$ cat src/rtl/bram_seq_ctrl.sv
// Two-port byte-serial BRAM sequencer.
// Requesters A and B share a byte-wide BRAM; each granted access is split
// into 1, 2 or 4 single-byte BRAM cycles, and reads are reassembled
// little-endian with optional sign extension.
//
// state | meaning
// IDLE  | waiting for a request; arbitrates and latches the winner
// ISSUE | one BRAM byte access per cycle, byte index 0..N-1
// DRAIN | reads only: collect the last registered BRAM byte
// DONE  | one-cycle ACK (and ERR for misaligned) to the granted port
module bram_seq_ctrl #(
  parameter int ADDR_WIDTH = 8
) (
  input  logic                  CLK,
  input  logic                  RST,
  input  logic                  A_REQ,
  input  logic                  A_WE,
  input  logic                  A_SIGNED,
  input  logic [1:0]            A_SIZE,
  input  logic [ADDR_WIDTH-3:0] A_ADDR,
  input  logic [31:0]           A_WDATA,
  output logic                  A_ACK,
  output logic                  A_ERR,
  output logic [31:0]           A_RDATA,
  input  logic                  B_REQ,
  input  logic                  B_WE,
  input  logic                  B_SIGNED,
  input  logic [1:0]            B_SIZE,
  input  logic [ADDR_WIDTH-3:0] B_ADDR,
  input  logic [31:0]           B_WDATA,
  output logic                  B_ACK,
  output logic                  B_ERR,
  output logic [31:0]           B_RDATA,
  output logic [ADDR_WIDTH-3:0] W_ADDR,
  output logic [ADDR_WIDTH-3:0] R_ADDR,
  output logic                  WRITE_EN,
  output logic                  READ_EN,
  output logic [7:0]            DIN,
  input  logic [7:0]            DOUT
);

  localparam int AW = ADDR_WIDTH - 2;

  typedef enum logic [1:0] {IDLE, ISSUE, DRAIN, DONE} state_t;

  state_t          state, state_nxt;

  // latched request of the current grant
  logic            gnt_b;
  logic            last_b;
  logic            we_q;
  logic            sgn_q;
  logic [1:0]      sz_q;
  logic [AW-1:0]   addr_q;
  logic [31:0]     wdata_q;
  logic            err_q;
  logic [1:0]      idx;
  logic [31:0]     rbuf;
  logic [31:0]     rdata_a, rdata_b;

  // arbitration and winner field mux
  logic            any_req, pick_b;
  logic            req_we, req_sgn, req_mis;
  logic [1:0]      req_sz;
  logic [AW-1:0]   req_addr;
  logic [31:0]     req_wdata;
  logic [1:0]      last_idx;
  logic [1:0]      idx_m1;
  logic [AW-1:0]   acc_addr;
  logic [31:0]     rd_full, rd_ext;

  // Round-robin: on a tie the port not granted last time wins.
  always_comb begin
    any_req   = A_REQ | B_REQ;
    pick_b    = B_REQ & (~A_REQ | ~last_b);
    req_we    = pick_b ? B_WE     : A_WE;
    req_sgn   = pick_b ? B_SIGNED : A_SIGNED;
    req_addr  = pick_b ? B_ADDR   : A_ADDR;
    req_wdata = pick_b ? B_WDATA  : A_WDATA;
    req_sz    = pick_b ? B_SIZE   : A_SIZE;
    if (req_sz == 2'd3) req_sz = 2'd2;
    req_mis   = ((req_sz == 2'd1) && req_addr[0]) ||
                ((req_sz == 2'd2) && (req_addr[1:0] != 2'b00));
  end

  // Byte bookkeeping and read-data assembly with DOUT as the final byte.
  always_comb begin
    last_idx = (sz_q == 2'd0) ? 2'd0 : (sz_q == 2'd1) ? 2'd1 : 2'd3;
    idx_m1   = idx - 2'd1;
    acc_addr = addr_q + AW'(idx);
    rd_full  = rbuf;
    case (sz_q)
      2'd0:    rd_full[7:0]   = DOUT;
      2'd1:    rd_full[15:8]  = DOUT;
      default: rd_full[31:24] = DOUT;
    endcase
    case (sz_q)
      2'd0:    rd_ext = {{24{sgn_q & rd_full[7]}},  rd_full[7:0]};
      2'd1:    rd_ext = {{16{sgn_q & rd_full[15]}}, rd_full[15:0]};
      default: rd_ext = rd_full;
    endcase
  end

  // State register.
  always_ff @(posedge CLK) begin
    if (RST) state <= IDLE;
    else     state <= state_nxt;
  end

  // Next-state and strobe/ACK decode; strobes only exist in ISSUE.
  always_comb begin
    state_nxt = state;
    WRITE_EN  = 1'b0;
    READ_EN   = 1'b0;
    W_ADDR    = '0;
    R_ADDR    = '0;
    DIN       = 8'h00;
    A_ACK     = 1'b0;
    B_ACK     = 1'b0;
    A_ERR     = 1'b0;
    B_ERR     = 1'b0;
    case (state)
      IDLE: begin
        if (any_req) state_nxt = req_mis ? DONE : ISSUE;
      end
      ISSUE: begin
        if (we_q) begin
          WRITE_EN = 1'b1;
          W_ADDR   = acc_addr;
          DIN      = wdata_q[{idx, 3'b000} +: 8];
        end else begin
          READ_EN  = 1'b1;
          R_ADDR   = acc_addr;
        end
        if (idx == last_idx) state_nxt = we_q ? DONE : DRAIN;
      end
      DRAIN: state_nxt = DONE;
      DONE: begin
        A_ACK     = ~gnt_b;
        B_ACK     = gnt_b;
        A_ERR     = ~gnt_b & err_q;
        B_ERR     = gnt_b & err_q;
        state_nxt = IDLE;
      end
      default: state_nxt = IDLE;
    endcase
  end

  // Request latch, byte capture and per-port read data update on entering DONE.
  always_ff @(posedge CLK) begin
    if (RST) begin
      last_b  <= 1'b1;
      gnt_b   <= 1'b0;
      we_q    <= 1'b0;
      sgn_q   <= 1'b0;
      sz_q    <= 2'd0;
      addr_q  <= '0;
      wdata_q <= 32'h0;
      err_q   <= 1'b0;
      idx     <= 2'd0;
      rbuf    <= 32'h0;
      rdata_a <= 32'h0;
      rdata_b <= 32'h0;
    end else begin
      if (state == IDLE && any_req) begin
        gnt_b   <= pick_b;
        last_b  <= pick_b;
        we_q    <= req_we;
        sgn_q   <= req_sgn;
        sz_q    <= req_sz;
        addr_q  <= req_addr;
        wdata_q <= req_wdata;
        err_q   <= req_mis;
        idx     <= 2'd0;
        rbuf    <= 32'h0;
      end
      if (state == ISSUE) begin
        idx <= idx + 2'd1;
        if (!we_q && idx != 2'd0) rbuf[{idx_m1, 3'b000} +: 8] <= DOUT;
      end
      // misaligned and write completions return zero; reads return rd_ext
      if (state != DONE && state_nxt == DONE) begin
        if ((state == IDLE) ? pick_b : gnt_b)
          rdata_b <= (state == DRAIN) ? rd_ext : 32'h0;
        else
          rdata_a <= (state == DRAIN) ? rd_ext : 32'h0;
      end
    end
  end

  assign A_RDATA = rdata_a;
  assign B_RDATA = rdata_b;

endmodule

$ cat config.mk
export PLATFORM = sky130hd
export DESIGN_NAME = bram_seq_ctrl
export DESIGN_NICKNAME = d
export VERILOG_FILES = /design/src/rtl/bram_seq_ctrl.sv
export SDC_FILE = /design/constraint.sdc
export NUM_CORES = 1
export LEC_CHECK = 0
export BUFFER_PORTS_ARGS = -buffer_cell sky130_fd_sc_hd__buf_2
export CORE_MARGIN = 2
export CORE_UTILIZATION = 56
export CTS_CLUSTER_DIAMETER = 40
export DETAILED_ROUTE_END_ITERATION = 16
export PLACE_DENSITY_LB_ADDON = 0.25
export SETUP_SLACK_MARGIN = 0.15
export SLEW_MARGIN = 10
export SYNTH_ARGS = -nofsm -noshare
export SYNTH_HDL_FRONTEND = slang
export SYNTH_SLANG_ARGS = --single-unit
export TNS_END_PERCENT = 1
$ cat constraint.sdc
create_clock -name CLK -period 6.5 [get_ports CLK]
set_input_delay 1.3 -clock CLK [delete_from_list [all_inputs] [get_ports CLK]]
set_output_delay 1.3 -clock CLK [all_outputs]
set_load 0.01 [all_outputs]
==> results of run 1 <==
-- cell type report --
class,count,share of cell area
Inverter,32,0.01504
Sequential cell,137,0.3434
Timing Repair Buffer,191,0.1219
Multi-Input combinational cell,533,0.4280
Tap cell,143,0.02240
Clock buffer,19,0.05546
Clock inverter,13,0.01379
-- flip-flops by register name (all words and copies together), names as in the netlist, 2 cells and up --
signal,count
A_RDATA,32
B_RDATA,32
wdata_q,32
rbuf,24
addr_q,6
idx,2
state,2
sz_q,2
-- cells by family after synthesis --
family                   Yosys count
AND/OR/NAND/NOR                  244
AO/OA/AOI/OAI                    225
flip-flops                       137
buffers and inverters             92
multiplexers                      51
adder cells (fa/ha/maj)            8
XOR/XNOR                           5
-- layout by cell type (no fill, tap or decap), types with 25 or more instances in the layout --
master,instances
inv_1,31
buf_2,184
nand2b_1,51
nand2_1,79
nor2_1,84
dfxtp_1,137
a211oi_1,57
mux2i_1,41
o21ai_1,49
a22oi_1,25
a21oi_1,51
-- through the flow --
| stage | hold slack, ps | setup slack (ps) | util | cells |
|---|---|---|---|---|
| 3_3_place_gp | 452.8 | 2901 | 0.6538 | 1036 |
| 2_1_floorplan | 450.1 | 3473 | - | 762 |
| 4_1_cts | 464.9 | 2519 | 0.7024 | 1068 |
| 3_5_place_dp | 454.2 | 2788 | 0.6538 | 1036 |
| 5_1_grt | 490.4 | 2304 | 0.7024 | 1068 |
| 6_report | 460.9 | 2545 | 0.7024 | 1068 |
-- synthesized netlist by cell type (all sizes together) (2+ instances only) --
cell | n | area (µm²)
dfxtp | 137 | 2743
nor2 | 85 | 326.6
nand2 | 79 | 296.5
o21ai | 61 | 305.3
a211oi | 57 | 427.9
a21oi | 51 | 255.2
nand2b | 51 | 319.1
mux2i | 42 | 420.4
clkbuf | 41 | 153.9
inv | 32 | 120.1
a22oi | 25 | 187.7
buf | 19 | 95.10
and3 | 10 | 62.56
mux4 | 8 | 180.2
a221o | 7 | 70.07
a221oi | 7 | 61.31
ha | 7 | 87.58
a31oi | 5 | 31.28
nand3 | 4 | 20.02
a311oi | 3 | 38.79
and2 | 3 | 18.77
nor4b | 3 | 47.54
o21a | 3 | 22.52
xnor2 | 3 | 26.28
nor2b | 2 | 12.51
or2 | 2 | 12.52
xor2 | 2 | 17.52
-- report_power, final --
part / total (mW) / internal, mW / switching [mW]
registers: 1.09 / 0.969 / 0.125
logic: 0.834 / 0.307 / 0.527
clock network: 0.892 / 0.507 / 0.385
-- worst paths after layout --
| kind | slack [ps] | depth (start not counted) | endpoint | start |
|---|---|---|---|---|
| worst max-delay path | 2550 | 7 | R_ADDR[4] | idx[0] |
| worst min-delay path | 460 | 2 | A_RDATA[3] | A_RDATA[3] |
| worst max register to register | 3560 | 7 | rbuf[16] | idx[0] |
| worst min register to register | 460 | 2 | A_RDATA[3] | A_RDATA[3] |
-- layer usage --
layer  vias up  track usage  share of wire
met1      2855       0.3556           0.42
met5         -            0              0
li1       2990            -              -
met3        34      0.05661          0.068
met4         0       0.1226          0.024
met2       274       0.4715           0.49
-- worst reg2reg max path: stages, from the launching register on --
cell	delay [ps]
dfxtp_1	930
inv_1	230
ha_1	280
nor4b_2	390
nand2_1	190
nor4b_4	580
a22oi_1	140
nor2_1	130
==> run summary, run 1 <==
Vias/cell: 5.761
Mapped cell area: 6482 µm²
Crit-path max FO: 18
Filler cell count: 871
Core box area: 11370 µm²
Number of remaining DRC errors: 0
Setup Skew: 18.57 ps
DP Wirelength: 11.80 mm
Router iterations before antenna repair: 7
Synth Flop Type: dfxtp_1
EDFF count, synth: 0
Largest family of logic cells by synthesized area: compound AO/OA/AOI/OAI gates
CTS buffer count: 17
Crit path top cell by count: nor2_1
Final hold vios: 0
Die area: 12450 µm²
Final Cycle Share: 0.6084
Worst slew pin tran: 1150 ps
FF+latch count, synth: 137
Clk slew on worst S/H paths: 60 ps
Adder-Cell Fraction of Synth Area: 0.01660
Run status: completed
Multi-input gate area: 3418 µm²
Synth Area in Simple Gates: 0.1778
Worst vdd ir: 0.2624 mV
Max cap viols: 0
Routed vias: 6153
Total GRT Usage: 0.2818
Clock Sinks: 137
Die Ht: 111.6 µm
Diodes inserted: 0
Root Driver: clkbuf_16
Slew HR: 0.2301
CP startpoint kind: flip-flop
Slowest stage cell, crit path: dfxtp_1
Starting Density: 0.5702
WP data required: 5200 ps
# resized after CTS: 0
Die W: 111.6 µm
Element type at the critical path end: primary output
Tot Pwr: 2.820 mW
Vias in the first global route: 6053
Post-DP Area: 7433 µm²
Total congestion overflow: 0
# IOs: 186
CP max stage delay: 930 ps
Finished layout cell area: 7986 µm²
FFs w/ async S/R, synth: 0
Worst path bufs/invs: 2
CTS tree: done
Longest Clk Path Bufs: 2
Pin count of the biggest net entering global routing: 112
Sum Neg Setup Slack: 0 ps
First-pass GRT wire length: 28.86 mm
Share of cells above drive strength 1: 0.2616
Multiplexer area fraction after synthesis: 0.09438
Setup Crit Path Kind: flip-flop to primary output
Crit path max-delay family: flip-flops
Worst Hold Class: flip-flop to flip-flop
Leakage: 3.318 nW
Clock H-tree levels: 4
Min Tclk post-route: 3955 ps
# rows: 39
Cell area power density: 353.1 nW/µm²
Synth Area in XOR/XNOR: 0.006755
WP data arrival: 2650 ps
Cells along the critical path: ha_1, inv_1, fa_1, nor2_1, xnor2_1, nor2_1, buf_2
Post-CTS Setup Repair Bufs: 0
Fmax: 252.9 MHz
Final #Nets: 1016
Cells after synthesis: 762
Fin. max-slew vios: 0
Syn avg cell area: 8.507 µm²
Total detailed-routing wirelength: 17.33 mm
Initial antenna violation count: 0
Synth warn: 0
Synth Area in Compound Gates: 0.2245
Final ANT Viol Nets: 0
I/O Buffers: 185
Seq/Total Area, Yosys: 0.4231
DRT iter0 DRCs: 468
Synth Net Count: 866
# hold bufs at CTS: 0
Sequential Area: 2743 µm²
Drt wl/cell: 16.22 µm
Routability-driven placement congestion ratio: 0.8579
RSZ-0062 raised after global routing: false
Area Overhead vs Synth: 23.20%
Synth cell types: 49
Final Setup Violations: 0
Clock Latency Late Sink: 420 ps
(Power assumes the default switching activity.)
==> inputs of run 2 (changes only) <==
- ABC_AREA: default -> 1
- CORE_UTILIZATION: 56 -> 48
- clock period: 6.5 -> 3.35 ns (I/O delays scaled with it)
==> run 2 against run 1 <==
Utilization down 12 points; hold slack worse by 1.2 ps; sequential power up 120%.
==> run summary, run 2 <==
Most common cell after layout, fill and taps aside: nand2_1
WP data arrival: 2320 ps
Total detailed-routing wirelength: 18.43 mm
RSZ-0062 raised after global routing: false
Fin util: 0.5856
Clk slew on worst S/H paths: 50 ps
Run status: completed
Post-DP Area: 7973 µm²
Area Overhead vs Synth: 19.63%
Adder-Cell Fraction of Synth Area: 0.01518
Leakage: 4.185 nW
Post-CTS Setup Repair Bufs: 0
Synth Area in Simple Gates: 0.3118
DRT iter0 DRCs: 554
# rows: 44
Share of cells above drive strength 1: 0.2185
Longest Clk Path Bufs: 2
Die W: 125.5 µm
First-pass GRT wire length: 30.71 mm
Syn avg cell area: 6.550 µm²
Fmax: 334.4 MHz
Sum Neg Setup Slack: 0 ps
# hold bufs at CTS: 0
Setup Crit Path Kind: flip-flop to primary output
Worst vdd ir: 0.4246 mV
Vias in the first global route: 6695
Crit-path max FO: 23
Vias/cell: 4.992
Finished layout cell area: 8478 µm²
Mapped cell area: 7087 µm²
Die area: 15750 µm²
Cells along the critical path: buf_4, ha_1, inv_1, fa_1, nor3_1, xor2_1, nor2_1, buf_2
Final #Nets: 1334
Worst slew pin tran: 827.5 ps
Cell area power density: 911.1 nW/µm²
Total GRT Usage: 0.2360
CP max stage delay: 390 ps
Fin. max-slew vios: 0
Routability-driven placement congestion ratio: 0.8515
CTS buffer count: 17
Worst Hold Class: flip-flop to flip-flop
CP startpoint kind: flip-flop
Die Ht: 125.5 µm
Final Cycle Share: 0.8928
Starting Density: 0.4895
Clock Sinks: 137
Multiplexer area fraction after synthesis: 0
FFs w/ async S/R, synth: 0
Crit path max-delay family: adder cells
EDFF count, synth: 0
Final hold vios: 0
FF+latch count, synth: 137
Synth Net Count: 1186
Clock Latency Late Sink: 420 ps
Routed vias: 7108
Synth warn: 0
WP depth: 8
Max cap viols: 0
Synth Area in Compound Gates: 0.1391
Synth top cells by count: nand2_1, dfxtp_1, inv_1
I/O Buffers: 185
Slew HR: 0.4441
DP Wirelength: 13.28 mm
Router iterations before antenna repair: 5
Number of remaining DRC errors: 0
Hold depth: 2
Element type at the critical path end: primary output
# IOs: 186
Initial antenna violation count: 0
Diodes inserted: 0
Synth Area in XOR/XNOR: 0.004944
Synth cell types: 35
Filler cell count: 1490
CTS tree: done
Largest area contributor in the netlist: dfxtp_1
FF-to-FF path depth: 8
Top-area cell type share of the netlist area: 0.3870
Cells after synthesis: 1082
Main area contributors after synthesis: dfxtp_1, nand2_1, inv_1
Final ANT Viol Nets: 0
Seq/Total Area, Yosys: 0.3870
Setup Skew: 6.246 ps
Synth Flop Type: dfxtp_1
# resized after CTS: 0
Pin count of the biggest net entering global routing: 49
Final Setup Violations: 0
WP data required: 2680 ps
Total congestion overflow: 0
Slowest stage cell, crit path: fa_1
Largest family of logic cells by synthesized area: simple AND/OR/NAND/NOR gates
Clock H-tree levels: 4
Core box area: 14480 µm²
Drt wl/cell: 12.94 µm
Top-count cell post-synth: nand2_1
Root Driver: clkbuf_16
Worst path bufs/invs: 3
Most frequent cells in the layout: nand2_1, buf_2, dfxtp_1
Min Tclk post-route: 2991 ps
==> run 2: cell count changes after synthesis, moves of 42 or more <==
cell and delta:
a211oi_1 -55, mux2i_1 -42, nand4_1 +65, nand2b_1 -51
o21ai_0 +56, inv_1 +104, nand2_1 +219
==> run 2: cell families after synthesis <==
group                    after synthesis
buffers and inverters                238
XOR/XNOR                               4
AND/OR/NAND/NOR                      517
adder cells (fa/ha/maj)                8
AO/OA/AOI/OAI                        178
flip-flops                           137
==> run 2: final cells by class <==
cell class / count / area, µm² / area share
multi-input combinational: 707 / 3338 / 0.3937
inverter: 168 / 630.6 / 0.07438
sequential: 137 / 2743 / 0.3235
tap: 184 / 230.2 / 0.02715
clock inverter: 4 / 20.02 / 0.002361
clock buffer: 25 / 485.5 / 0.05726
timing repair buffer: 199 / 1031 / 0.1216
==> run 2: path summary, 6_finish.rpt <==
| check | to | startpoint | slack [ps] |
|---|---|---|---|
| worst max-delay path | W_ADDR[4] | idx[0] | 360 |
| worst min-delay path | rbuf[9] | rbuf[9] | 460 |
| worst max register to register | rbuf[13] | idx[0] | 710 |
| worst min register to register | rbuf[9] | rbuf[9] | 460 |
==> run 2: through the flow <==
step	power [mW]	std cells	hold WS [ps]	setup WS (ps)
2_1_floorplan	5.382	1082	428.7	699.3
3_3_place_gp	6.058	1395	450.1	653.4
3_5_place_dp	6.115	1395	449.5	575.5
4_1_cts	7.769	1424	464.0	323.8
5_1_grt	8.418	1424	481.0	252.8
6_report	7.725	1424	459.8	359.2
==> run 2: worst reg2reg max path, stage by stage, from the launching register on <==
cell and delay, ps:
dfxtp_1 310, buf_4 260, inv_1 350, ha_1 320, nor2_1 270, nand3_1 110
nor3_1 650, nand2_1 110, a21oi_1 180
==> run 2: power by group <==
group	leakage, nW	switching (mW)	internal [mW]
logic	2.81	2.45	1.21
registers	1.12	0.281	2.15
clock network	0.253	0.640	0.985
==> run 2: routing by layer <==
| layer | up-vias | global-route usage | wire, µm |
|---|---|---|---|
| met3 | 21 | 0.04878 | 1159 |
| met1 | 3117 | 0.2938 | 8182 |
| met5 | - | 0 | 0 |
| li1 | 3730 | - | - |
| met4 | 0 | 0.08039 | 318 |
| met2 | 240 | 0.4064 | 8768 |
